**src/rtl/spi_package_tx.sv**
```systemverilog
// spi_package_tx: drains one ping-pong FIFO package byte by byte and shifts it out as SPI mode 0, MSB first.
// Optional 2-byte header (0xA5, pkg_seq) in front of the payload when PKG_HEADER_EN is defined.
// Latency: 3 rd_clk from package_ready rise to spi_cs_n fall; per byte 16*CLK_DIV SPI cycles plus FETCH/WAIT.
// Flow: one rd_en pulse per byte; early package_ready edges are dropped and flagged in overrun.
module spi_package_tx #(
   parameter int DATA_WIDTH    = 8,
   parameter int PACKAGE_SIZE  = 38912,
   parameter int CLK_DIV       = 4,
   parameter int VALID_TIMEOUT = 16
) (
   input  logic                  rd_clk,
   input  logic                  rst_n,
   input  logic                  package_ready,
   output logic                  rd_en,
   input  logic                  valid,
   input  logic [DATA_WIDTH-1:0] dout,
   output logic                  spi_sclk,
   output logic                  spi_cs_n,
   output logic                  spi_mosi,
   output logic                  busy,
   output logic [7:0]            pkg_seq,
   output logic                  overrun,
   output logic                  timeout_err
);

   localparam int                WAIT_W    = (VALID_TIMEOUT > 1) ? $clog2(VALID_TIMEOUT) : 1;
   localparam logic [7:0]        DIV_LAST  = 8'(CLK_DIV - 1);
   localparam logic [8:0]        GAP_LAST  = 9'(2 * CLK_DIV - 1);
   localparam logic [15:0]       BYTE_LAST = 16'(PACKAGE_SIZE - 1);
   localparam logic [WAIT_W-1:0] WAIT_LAST = WAIT_W'(VALID_TIMEOUT - 1);

`ifdef PKG_HEADER_EN
   localparam logic [7:0] HDR_MAGIC = 8'hA5;

   typedef enum logic [2:0] {
      S_IDLE, S_HEADER, S_FETCH, S_WAIT, S_SHIFT, S_GAP
   } state_t;
`else
   typedef enum logic [2:0] {
      S_IDLE, S_FETCH, S_WAIT, S_SHIFT, S_GAP
   } state_t;
`endif

   state_t            state_q, state_d;
   logic [2:0]        sync_q;             // [0],[1]: synchronizer, [2]: edge-detect history
   logic [7:0]        sh_q, sh_d;         // shift register, MSB drives spi_mosi
   logic              sclk_q, sclk_d;
   logic [7:0]        div_q, div_d;       // cycles spent in the current SCLK half-period
   logic [2:0]        bit_q, bit_d;       // bits left in the current byte after this one
   logic [15:0]       byte_q, byte_d;     // payload byte index 0..PACKAGE_SIZE-1
   logic [WAIT_W-1:0] wait_q, wait_d;
   logic [8:0]        gap_q, gap_d;
   logic [7:0]        seq_q, seq_d;
   logic              ovr_q, ovr_d;
   logic              tmo_q, tmo_d;
   logic              rd_en_q, rd_en_d;
   logic              cs_n_q, cs_n_d;
   logic              busy_q, busy_d;
`ifdef PKG_HEADER_EN
   logic              hdr_q, hdr_d;       // 0: sending magic byte, 1: sending sequence byte
`endif

   logic              start;
   logic              shifting;
   logic              byte_end;
   logic              load_en;
   logic [7:0]        load_val;
   logic              gap_en;

   assign start = sync_q[1] & ~sync_q[2];

`ifdef PKG_HEADER_EN
   assign shifting = (state_q == S_SHIFT) || (state_q == S_HEADER);
`else
   assign shifting = (state_q == S_SHIFT);
`endif

   // last SCLK high half of bit 0: the byte is complete on this edge
   assign byte_end = shifting && sclk_q && (div_q == DIV_LAST) && (bit_q == 3'd0);

   // next-state, bit engine and package bookkeeping
   always_comb begin
      state_d  = state_q;
      sh_d     = sh_q;
      sclk_d   = sclk_q;
      div_d    = div_q;
      bit_d    = bit_q;
      byte_d   = byte_q;
      wait_d   = wait_q;
      gap_d    = gap_q;
      seq_d    = seq_q;
      ovr_d    = ovr_q;
      tmo_d    = tmo_q;
`ifdef PKG_HEADER_EN
      hdr_d    = hdr_q;
`endif
      load_en  = 1'b0;
      load_val = 8'h00;
      gap_en   = 1'b0;

      // a new package can only be accepted from IDLE; anything else is lost
      if (start && (state_q != S_IDLE)) begin
         ovr_d = 1'b1;
      end

      // SCLK generator: low half then high half per bit, data moves on the falling edge
      if (shifting) begin
         if (div_q == DIV_LAST) begin
            div_d = 8'd0;
            if (!sclk_q) begin
               sclk_d = 1'b1;
            end else begin
               sclk_d = 1'b0;
               if (bit_q != 3'd0) begin
                  bit_d = bit_q - 3'd1;
                  sh_d  = {sh_q[6:0], 1'b0};
               end
            end
         end else begin
            div_d = div_q + 8'd1;
         end
      end

      case (state_q)
         S_IDLE: begin
            if (start) begin
               byte_d = 16'd0;
`ifdef PKG_HEADER_EN
               hdr_d    = 1'b0;
               load_en  = 1'b1;
               load_val = HDR_MAGIC;
               state_d  = S_HEADER;
`else
               state_d  = S_FETCH;
`endif
            end
         end
`ifdef PKG_HEADER_EN
         S_HEADER: begin
            if (byte_end) begin
               if (!hdr_q) begin
                  hdr_d    = 1'b1;
                  load_en  = 1'b1;
                  load_val = seq_q;
               end else begin
                  state_d = S_FETCH;
               end
            end
         end
`endif
         S_FETCH: begin
            wait_d  = '0;
            state_d = S_WAIT;
         end
         S_WAIT: begin
            if (valid) begin
               load_en  = 1'b1;
               load_val = dout;
               state_d  = S_SHIFT;
            end else if (wait_q == WAIT_LAST) begin
               tmo_d  = 1'b1;
               gap_en = 1'b1;
            end else begin
               wait_d = wait_q + 1'b1;
            end
         end
         S_SHIFT: begin
            if (byte_end) begin
               if (byte_q == BYTE_LAST) begin
                  gap_en = 1'b1;
               end else begin
                  byte_d  = byte_q + 16'd1;
                  state_d = S_FETCH;
               end
            end
         end
         S_GAP: begin
            if (gap_q == GAP_LAST) begin
               state_d = S_IDLE;
            end else begin
               gap_d = gap_q + 9'd1;
            end
         end
         default: begin
            state_d = S_IDLE;
         end
      endcase

      // start a fresh byte with SCLK low for a full half-period
      if (load_en) begin
         sh_d   = load_val;
         sclk_d = 1'b0;
         div_d  = 8'd0;
         bit_d  = 3'd7;
      end

      // both normal completion and timeout abort close the package the same way
      if (gap_en) begin
         state_d = S_GAP;
         gap_d   = 9'd0;
         seq_d   = seq_q + 8'd1;
         sh_d    = 8'h00;
      end

      // registered copies of state decodes so the pins are glitch-free
      rd_en_d = (state_d == S_FETCH);
      cs_n_d  = (state_d == S_IDLE) || (state_d == S_GAP);
      busy_d  = (state_d != S_IDLE);
   end

   // state and datapath registers with synchronous active-low reset
   always_ff @(posedge rd_clk) begin
      if (!rst_n) begin
         state_q <= S_IDLE;
         sync_q  <= 3'b000;
         sh_q    <= 8'h00;
         sclk_q  <= 1'b0;
         div_q   <= 8'd0;
         bit_q   <= 3'd0;
         byte_q  <= 16'd0;
         wait_q  <= '0;
         gap_q   <= 9'd0;
         seq_q   <= 8'd0;
         ovr_q   <= 1'b0;
         tmo_q   <= 1'b0;
         rd_en_q <= 1'b0;
         cs_n_q  <= 1'b1;
         busy_q  <= 1'b0;
`ifdef PKG_HEADER_EN
         hdr_q   <= 1'b0;
`endif
      end else begin
         state_q <= state_d;
         sync_q  <= {sync_q[1:0], package_ready};
         sh_q    <= sh_d;
         sclk_q  <= sclk_d;
         div_q   <= div_d;
         bit_q   <= bit_d;
         byte_q  <= byte_d;
         wait_q  <= wait_d;
         gap_q   <= gap_d;
         seq_q   <= seq_d;
         ovr_q   <= ovr_d;
         tmo_q   <= tmo_d;
         rd_en_q <= rd_en_d;
         cs_n_q  <= cs_n_d;
         busy_q  <= busy_d;
`ifdef PKG_HEADER_EN
         hdr_q   <= hdr_d;
`endif
      end
   end

   assign rd_en       = rd_en_q;
   assign spi_sclk    = sclk_q;
   assign spi_cs_n    = cs_n_q;
   assign spi_mosi    = sh_q[7];
   assign busy        = busy_q;
   assign pkg_seq     = seq_q;
   assign overrun     = ovr_q;
   assign timeout_err = tmo_q;

endmodule

```
**config.mk**
```make
export PLATFORM = sky130hd
export DESIGN_NAME = spi_package_tx
export DESIGN_NICKNAME = d
export VERILOG_FILES = /design/src/rtl/spi_package_tx.sv
export SDC_FILE = /design/constraint.sdc
export NUM_CORES = 1
export LEC_CHECK = 0
export CAP_MARGIN = 20
export CELL_PAD_IN_SITES_DETAIL_PLACEMENT = 0
export CELL_PAD_IN_SITES_GLOBAL_PLACEMENT = 1
export CORE_AREA = 2 2 87 89
export DETAILED_ROUTE_END_ITERATION = 12
export DIE_AREA = 0 0 89 91
export PLACE_DENSITY = 0.83
export SLEW_MARGIN = 25
export SYNTH_ARGS = -nofsm -noshare
export SYNTH_HDL_FRONTEND = slang
export SYNTH_SLANG_ARGS = --single-unit
```
**constraint.sdc**
```tcl
create_clock -name rd_clk -period 5.55 [get_ports rd_clk]
set_input_delay 1.665 -clock rd_clk [delete_from_list [all_inputs] [get_ports rd_clk]]
set_output_delay 1.665 -clock rd_clk [all_outputs]
set_load 0.02 [all_outputs]
```
==> reports/metrics.cfg, run 1 <==
[run_status]
status = complete, no violations

[drt]
drc_errors = 0
ant_nets = 0
wl_per_cell_um = 13.2
wl_met2_mm = 3.02
route.met3.wl_um = 181
via_per_inst = 5.30
wl_mm = 6.63
dr.pass1.iters = 4
initialDrtViolationCount = 146
met1Wirelength_mm = 3.36
vias = 2655
highest-signal-layer = met4

[yosys]
yosys_warnings = 0
ys_ff_latch = 68
synthTopCellsByCount = dfxtp_1 (68), nor2_1 (43), nand2_1 (32)
synth_ff_type = dfxtp_1
ys_types = 51
synth_top_area_cell = dfxtp_1
synth-seq-area-share_pct = 42.9
synth_top_area_share_pct = 42.9
async_flop_share_pct = 0
synth_nets = 394
postSynthCellCount = 375
avgSynthCellArea_um2 = 8.46
synth_area_um2 = 3170
ys_top_cells_by_area = dfxtp_1 (43%), nor2_1 (5.1%), a21oi_1 (4.3%)
synth-edff-count = 0
synth_most_common_cell = dfxtp_1

[grt]
grt_max_degree = 20
grt_pass1_vias = 2475
antenna_found_initial = 0
grt_first_pass_wirelength_mm = 11.5
track_usage_pct = 17.9
overflow = 0

[pwr]
cellInternalPower_uw = 743
combPwrFrac_pct = 4.8
pwr_density_cell_nw_per_um2 = 258
p_leak_uw = 0.00131
power_switching_uw = 216
p_clk_share_pct = 43.3
p_sw_share_pct = 22.6
ir_drop_v = 0.000105
p_seq_share_pct = 51.8

[timing]
relSlewSlack_pct = 45.3
period_share_pct = 62.3
rsz0062_at_grt = false
finalSetupTns_ns = 0
clock_skew_ns = 0.0100
fmax_ghz = 0.289
tightest_slew_ns = 0.815
min_period_ns = 3.46
worst_slack_ns = 2.09
slew_violations = 0
finalHoldViolCount = 0
setup_viol = 0

[worst_setup_path]
path_class = in -> reg
critical_path_arrival_ns = 3.73
cp.required_ns = 5.83
crit_path_start_kind = primary input
crit_fanout = 11
cp-end-kind = register

[place]
dpl.cell_count = 486
post-place-ws_ns = 1.73
placed_cell_area_um2 = 3510
port_buffers = 26
place.gp.congestion = 0.799
dp_hpwl_mm = 4.60

[die]
pin_count = 27
dieArea_um2 = 8100
design.core.area_um2 = 7140
die_h_um = 91
initial_core_util_pct = 44.4
num_rows = 31
die-width_um = 89

[final_layout]
multi_input_area_um2 = 1710
layout.cells.non_filler = 501
diodes = 0
area_growth_pct = 17.1
finalNetCount = 417
area.sequential_um2 = 1360
finish.utilization_pct = 52.0
drive_gt1_share_pct = 4.73
final_area_um2 = 3710
fillCellCount = 702

[clock_network]
ctsResizeCount = 0
cts_setup_buffers = 0
clk_pin_slew_ns = 0.08
cts_inserted_buffers = 9
clock_latency_ns = 0.34
clockRootBuffer = clkbuf_8
postCtsHoldBufs = 0
htree_levels = 3
cts_buffer_depth = 2
cts_sinks = 68
cts_tree = built

[worst_hold_path]
min_path_type = reg -> reg

[job]
timing.max_cap.violations = 0

==> per-layer routing <==
metal,vias up,global-route usage (%)
li1,1395,-
met1,1224,25.1
met2,31,26.6
met3,5,3.36
met4,0,7.46
met5,-,0
==> cell usage in the layout (no fill, tap or decap), types with 3 or more instances in the layout <==
master,instances
dfxtp_1,68
nor2_1,43
nand2_1,32
a21oi_1,27
clkdlybuf4s50_1,26
nand3_1,20
xnor2_1,11
and3_1,11
clkbuf_8,11
inv_1,10
nand4_1,10
o21ai_1,10
or3_1,9
mux2i_1,9
o21ai_0,8
xor2_1,8
nor3_1,7
ha_1,7
and2_1,6
nor4_1,5
or4_1,5
nand2b_1,5
nor3b_1,4
a2111o_1,4
a22oi_1,4
o21a_1,3
o31ai_1,3
==> power groups by stage <==
stage | Sequential (µW) | Clock, µW | Combinational (µW)
final | 497 | 415 | 46.3
after global routing | 498 | 452 | 51.8
after CTS | 497 | 429 | 47.0
after detailed placement | 508 | 0 | 46.9
after global placement | 508 | 0 | 46.7
after floorplan | 508 | 0 | 27.0
==> final timing paths <==
path | from | endpoint | slack, ns | cells past startpoint
max | valid | byte_q[4] | 2.09 | 6
min | overrun | overrun | 0.47 | 2
max reg2reg | state_q[0] | byte_q[6] | 2.99 | 5
min reg2reg | overrun | overrun | 0.47 | 2
==> critical path, stage by stage <==
cell and delay (ns):
clkdlybuf4s50_1 0.50, nand4b_1 0.27, a21oi_1 0.35, nand3_1 0.38
a2111o_1 0.48, o21ai_1 0.08
==> state kept, by name (all words and copies together), names as in the netlist <==
register,flops
sync_q,3
busy,1
rd_en,1
timeout_err,1
gap_q,9
div_q,8
spi_sclk,1
state_q,3
sh_q,8
wait_q,4
overrun,1
spi_cs_n,1
bit_q,3
pkg_seq,8
byte_q,16
==> area by class of cell <==
cell class	count	share of cell area [%]
well taps	99	3.34
clock buffers	12	4.18
flip-flops and latches	68	36.7
multi-input cells	280	46.1
inverters	11	1.11
clock inverters	3	1.25
repair buffers	28	7.41
==> kinds of logic (layout without fill, tap and decap cells) <==
kind of cell / Yosys count / after routing / share of synthesized area, %
buf+inv: 27 / 54 / 3.35
xor+xnor: 19 / 19 / 5.25
mux: 9 / 9 / 2.84
flops: 68 / 68 / 42.9
fa+ha+maj: 7 / 7 / 2.76
simple gates: 169 / 169 / 27.5
compound gates: 76 / 76 / 15.3
==> stage by stage <==
stage / hold slack (ns) / power, µW
finish: 0.470 / 959
global route: 0.501 / 1000
CTS: 0.470 / 973
detailed placement: 0.461 / 555
global placement: 0.433 / 555
floorplan: 0.412 / 535
(Power assumes the default switching activity.)
==> inputs of run 2 (changes only) <==
Settings changed: CORE_AREA 2 2 87 89 to 2 2 94 96, DIE_AREA 0 0 89 91 to 0 0 96 98, PLACE_DENSITY 0.83 to 0.76.
Clock period 5.55 ns to 3 ns, I/O delays scaled along.
==> run 2 against run 1 <==
Against the previous run:
- clock skew is 0.0014 ns lower
- clock power rose by 78%
- largest power group unchanged
- wire length increased by 2.4%
- die area grew 16%
- sequential share of layout area is 0.67 points lower
- worst hold slack worse by 0.032 ns
- total power is 82% higher
- first-iteration DRC count stayed put
- critical path depth is the same
==> reports/metrics.cfg, run 2 (synthesized netlist as in run 1, its figures left out) <==
[run_status]
status = complete, no violations

[clock_network]
ctsResizeCount = 0
cts_sinks = 68
htree_levels = 3
cts_inserted_buffers = 9
clock_latency_ns = 0.34
clk_pin_slew_ns = 0.07
postCtsHoldBufs = 0
clockRootBuffer = clkbuf_8
cts_buffer_depth = 2
cts_tree = built
cts_setup_buffers = 0

[drt]
wl_mm = 6.79
dr.pass1.iters = 4
initialDrtViolationCount = 146
ant_nets = 0
wl_per_cell_um = 13.1
drc_errors = 0
vias = 2752
via_per_inst = 5.30

[pwr]
ir_drop_v = 0.000284
p_leak_uw = 0.00135
power.total_uw = 1750
power_switching_uw = 378
combPwrFrac_pct = 5.2
pwr_density_cell_nw_per_um2 = 462
p_seq_share_pct = 52.7
p_clk_share_pct = 42.2
p_sw_share_pct = 21.6
cellInternalPower_uw = 1370

[worst_setup_path]
cp_slowest_cell = or4_1
critPathTopFamily = simple AND/OR/NAND/NOR gates
crit_top_cell = a21oi_1
crit_fanout = 8
path_cells = clkdlybuf4s50_1, nand4b_1, a21oi_1, a21oi_1, or4_1, a21oi_1
critical_path_arrival_ns = 2.90
cp.required_ns = 3.26
cp-end-kind = register
slowest_delay_ns = 0.54
crit_path_start_kind = primary input
path_class = in -> reg
cp_num_buf_inv = 1

[timing]
finalSetupTns_ns = 0
tightest_slew_ns = 0.835
hold_ws_ns = 0.438
finalHoldViolCount = 0
min_period_ns = 2.63
fmax_ghz = 0.380
relSlewSlack_pct = 44.0
rsz0062_at_grt = false
period_share_pct = 87.8
setup_viol = 0
slew_violations = 0
clock_skew_ns = 0.00862

[grt]
overflow = 0
grt_max_degree = 19
use_met3_pct = 5.86
grt_pass1_vias = 2469
grt_use_met2_pct = 23.3
grt_first_pass_wirelength_mm = 11.6
busiest_layer = met2
antenna_found_initial = 0
grt_use_met1_pct = 20.8
track_usage_pct = 15.6

[job]
timing.max_cap.violations = 0

[final_layout]
final_area_um2 = 3780
finalNetCount = 427
top_register = byte_q
area_growth_pct = 19.3
layout.cells.non_filler = 519
final_common_cell = dfxtp_1
drive_gt1_share_pct = 6.57
largest_reg_flops = 16
reg_top3 = byte_q: 16 flops, gap_q: 9 flops
final_cell_mix = dfxtp_1 (68), nor2_1 (43), nand2_1 (32), a21oi_1 (27), clkdlybuf4s50_1 (26)
diodes = 0
fillCellCount = 821

[die]
num_rows = 34
initial_core_util_pct = 37.5
dieArea_um2 = 9410
die_h_um = 98
pin_count = 27
die-width_um = 96
design.core.area_um2 = 8470

[place]
dp_hpwl_mm = 4.83
placed_cell_area_um2 = 3590
dpl.cell_count = 505
place.gp.congestion = 0.757
port_buffers = 26

[worst_hold_path]
min_path_type = reg -> reg

## run 2: cell count changes in the layout (fill, tap and decap cells not counted)
cell,before,now
clkinv_2,0,1
clkinvlp_4,1,0
a31oi_2,1,0
buf_4,2,12
a31oi_1,2,3
clkinv_4,1,0
## run 2: per-layer routing
metal | up-vias | share of wire, % | routed length (µm)
met1 | 1285 | 49 | 3330
met3 | 11 | 3.2 | 214
met4 | 0 | 1.9 | 132
li1 | 1419 | - | -
met5 | - | 0 | 0
met2 | 37 | 46 | 3110
## run 2: layout make-up
class                      instances  area [µm²]  area share (%)
clock inverter                     2        35.0           0.926
sequential                        68        1360            36.0
multi-input combinational        280        1700            45.1
clock buffer                      12         155            4.10
timing repair buffer              38         350            9.26
inverter                          11        41.3            1.09
tap                              108         135            3.57
## run 2: worst paths after layout
| path | from | end | slack (ns) | cells past startpoint |
|---|---|---|---|---|
| setup reg to reg | state_q[0] | pkg_seq[5] | 0.56 | 6 |
| hold / removal | sync_q[0] | sync_q[1] | 0.44 | 1 |
| hold reg to reg | sync_q[0] | sync_q[1] | 0.44 | 1 |
| setup / recovery | valid | byte_q[12] | 0.37 | 6 |
## run 2: through the flow
| stage | setup WS (ns) | utilization [%] |
|---|---|---|
| global route | 0.229 | 44.7 |
| detailed placement | 0.0644 | 42.4 |
| finish | 0.366 | 44.7 |
| CTS | 0.416 | 44.7 |
| global placement | 0.106 | 42.4 |
| floorplan | 0.801 | - |
## run 2: power by group through the flow
stage	Clock [µW]	Combinational, µW	Sequential (µW)
after floorplan	0	50.0	940
after global placement	0	90.7	940
after detailed placement	0	90.8	940
after CTS	765	91.3	920
after global routing	808	99.1	921
final	737	90.7	920
==> inputs of run 3 (changes only) <==
Settings changed: CORE_AREA 2 2 94 96 to 5 5 92 94, DIE_AREA 0 0 96 98 to 0 0 97 99, PLACE_DENSITY 0.76 to 0.8.
Clock period 3 ns to 2.64 ns, I/O delays scaled along.
==> run 3 against run 2 <==
Against the previous run:
- total power is 15% higher
- critical path type unchanged
- global-route usage is 0.42 points lower
- worst setup slack worse by 0.085 ns
- clock power is 16% higher
- sequential share of layout area is 0.87 points lower
- wire length hardly changed
==> reports/metrics.cfg, run 3 (synthesized netlist as in run 1, its figures left out) <==
[die]
die-width_um = 97
die_h_um = 99
initial_core_util_pct = 41.9
dieArea_um2 = 9600
design.core.area_um2 = 7570
pin_count = 27
num_rows = 32

[timing]
finalSetupTns_ns = 0
slew_violations = 0
min_period_ns = 2.36
hold_ws_ns = 0.440
worst_slack_ns = 0.282
period_share_pct = 89.3
tightest_slew_ns = 0.456
finalHoldViolCount = 0
setup_viol = 0
fmax_ghz = 0.424
relSlewSlack_pct = 69.6
clock_skew_ns = 0.00964
rsz0062_at_grt = false

[drt]
ant_nets = 0
drc_errors = 0
wl_per_cell_um = 12.9
initialDrtViolationCount = 95
wl_mm = 6.80
via_per_inst = 5.24
vias = 2762
dr.pass1.iters = 5

[grt]
overflow = 0
antenna_found_initial = 0
grt_first_pass_wirelength_mm = 12.1
grt_pass1_vias = 2693
grt_max_degree = 18
track_usage_pct = 15.2

[place]
place.gp.congestion = 0.781
post-place-ws_ns = -0.0829
port_buffers = 26
dp_hpwl_mm = 5.06

[final_layout]
final_cell_mix = dfxtp_1 (68), nor2_1 (43), nand2_1 (32), a21oi_1 (27), clkdlybuf4s50_1 (26)
diodes = 0
finish.utilization_pct = 51.2
reg_top3 = byte_q: 16 flops, gap_q: 9 flops
area_growth_pct = 22.2
drive_gt1_share_pct = 9.88
finalNetCount = 439
top_register = byte_q
final_common_cell = dfxtp_1
largest_reg_flops = 16

[worst_setup_path]
ff2ff_setup_slack_ns = 0.36
crit_fanout = 5
reg2reg_to = pkg_seq[5]
reg2reg_depth = 6
cp-end-kind = register
critical_path_arrival_ns = 2.64
path_class = in -> reg
r2r-start = state_q[2]
cp.required_ns = 2.92
crit_path_start_kind = primary input

[clock_network]
cts_sinks = 68
htree_levels = 3
clockRootBuffer = clkbuf_8
postCtsHoldBufs = 0
ctsResizeCount = 0
cts_inserted_buffers = 9
cts_setup_buffers = 0
cts_buffer_depth = 2
cts_tree = built
clock_latency_ns = 0.35
clk_pin_slew_ns = 0.08

[pwr]
pwr_density_cell_nw_per_um2 = 519
combPwrFrac_pct = 5.6
p_sw_share_pct = 24.2
ir_drop_v = 0.000302
p_seq_share_pct = 51.8
p_leak_uw = 0.00140
power_switching_uw = 487
p_clk_share_pct = 42.6
cellInternalPower_uw = 1530
power.total_uw = 2010

[worst_hold_path]
min_path_type = reg -> reg
hold_end = sync_q[1]
holdCritStartpoint = sync_q[0]
whs_path_depth = 1

[run_status]
status = complete, no violations

[job]
timing.max_cap.violations = 0

## run 3: cell types whose count changed in the layout (fill, tap and decap cells not counted), sizes merged
| cell | before | now |
|---|---|---|
| buf | 12 | 24 |
| clkbuf | 12 | 9 |
| clkinv | 2 | 3 |
| clkinvlp | 0 | 4 |
## run 3: power by group through the flow
stage               Combinational, µW  Sequential (µW)  Clock [µW]
floorplan                        56.8             1070           0
global placement                  114             1070           0
CTS                               115             1040         884
global route                      125             1040         935
detailed placement                114             1070           0
finish                            114             1040         857
## run 3: worst max path at each step
stage | start | to | slack, ns | cells after the start
6_report | valid | byte_q[14] | 0.28 | 6
5_1_grt | valid | byte_q[14] | 0.14 | 6
4_1_cts | valid | byte_q[14] | 0.28 | 6
3_5_place_dp | valid | byte_q[14] | -0.08 | 6
3_3_place_gp | valid | byte_q[14] | -0.07 | 6
2_1_floorplan | state_q[1] | byte_q[14] | 0.52 | 5
## run 3: routing by layer
layer	part of all wire [%]	global-route usage [%]	vias to the layer above	wire length (µm)
met3	3.2	4.67	9	219
li1	-	-	1434	-
met4	1.1	5.18	0	73
met2	47	24.8	27	3170
met1	49	19.2	1292	3330
met5	0	0	-	0
## run 3: cell type report
class	instances	area (µm²)
sequential	68	1360
timing repair buffer	50	440
tap	102	128
inverter	11	41.3
clock inverter	7	77.6
fill	749	3690
clock buffer	9	124
multi-input combinational	280	1700
## run 3: worst max-delay path, cell delays in order
cell and delay (ns):
clkdlybuf4s50_1 0.54, o21ai_1 0.10, a2111o_1 0.42, or2_1 0.25, or4_1 0.40, a21oi_1 0.14
## run 3: stage by stage
stage / instance area (µm²) / instances
2_1_floorplan: 3170 / 375
3_3_place_gp: 3670 / 511
3_5_place_dp: 3670 / 511
4_1_cts: 3880 / 527
5_1_grt: 3880 / 527
6_report: 3880 / 527
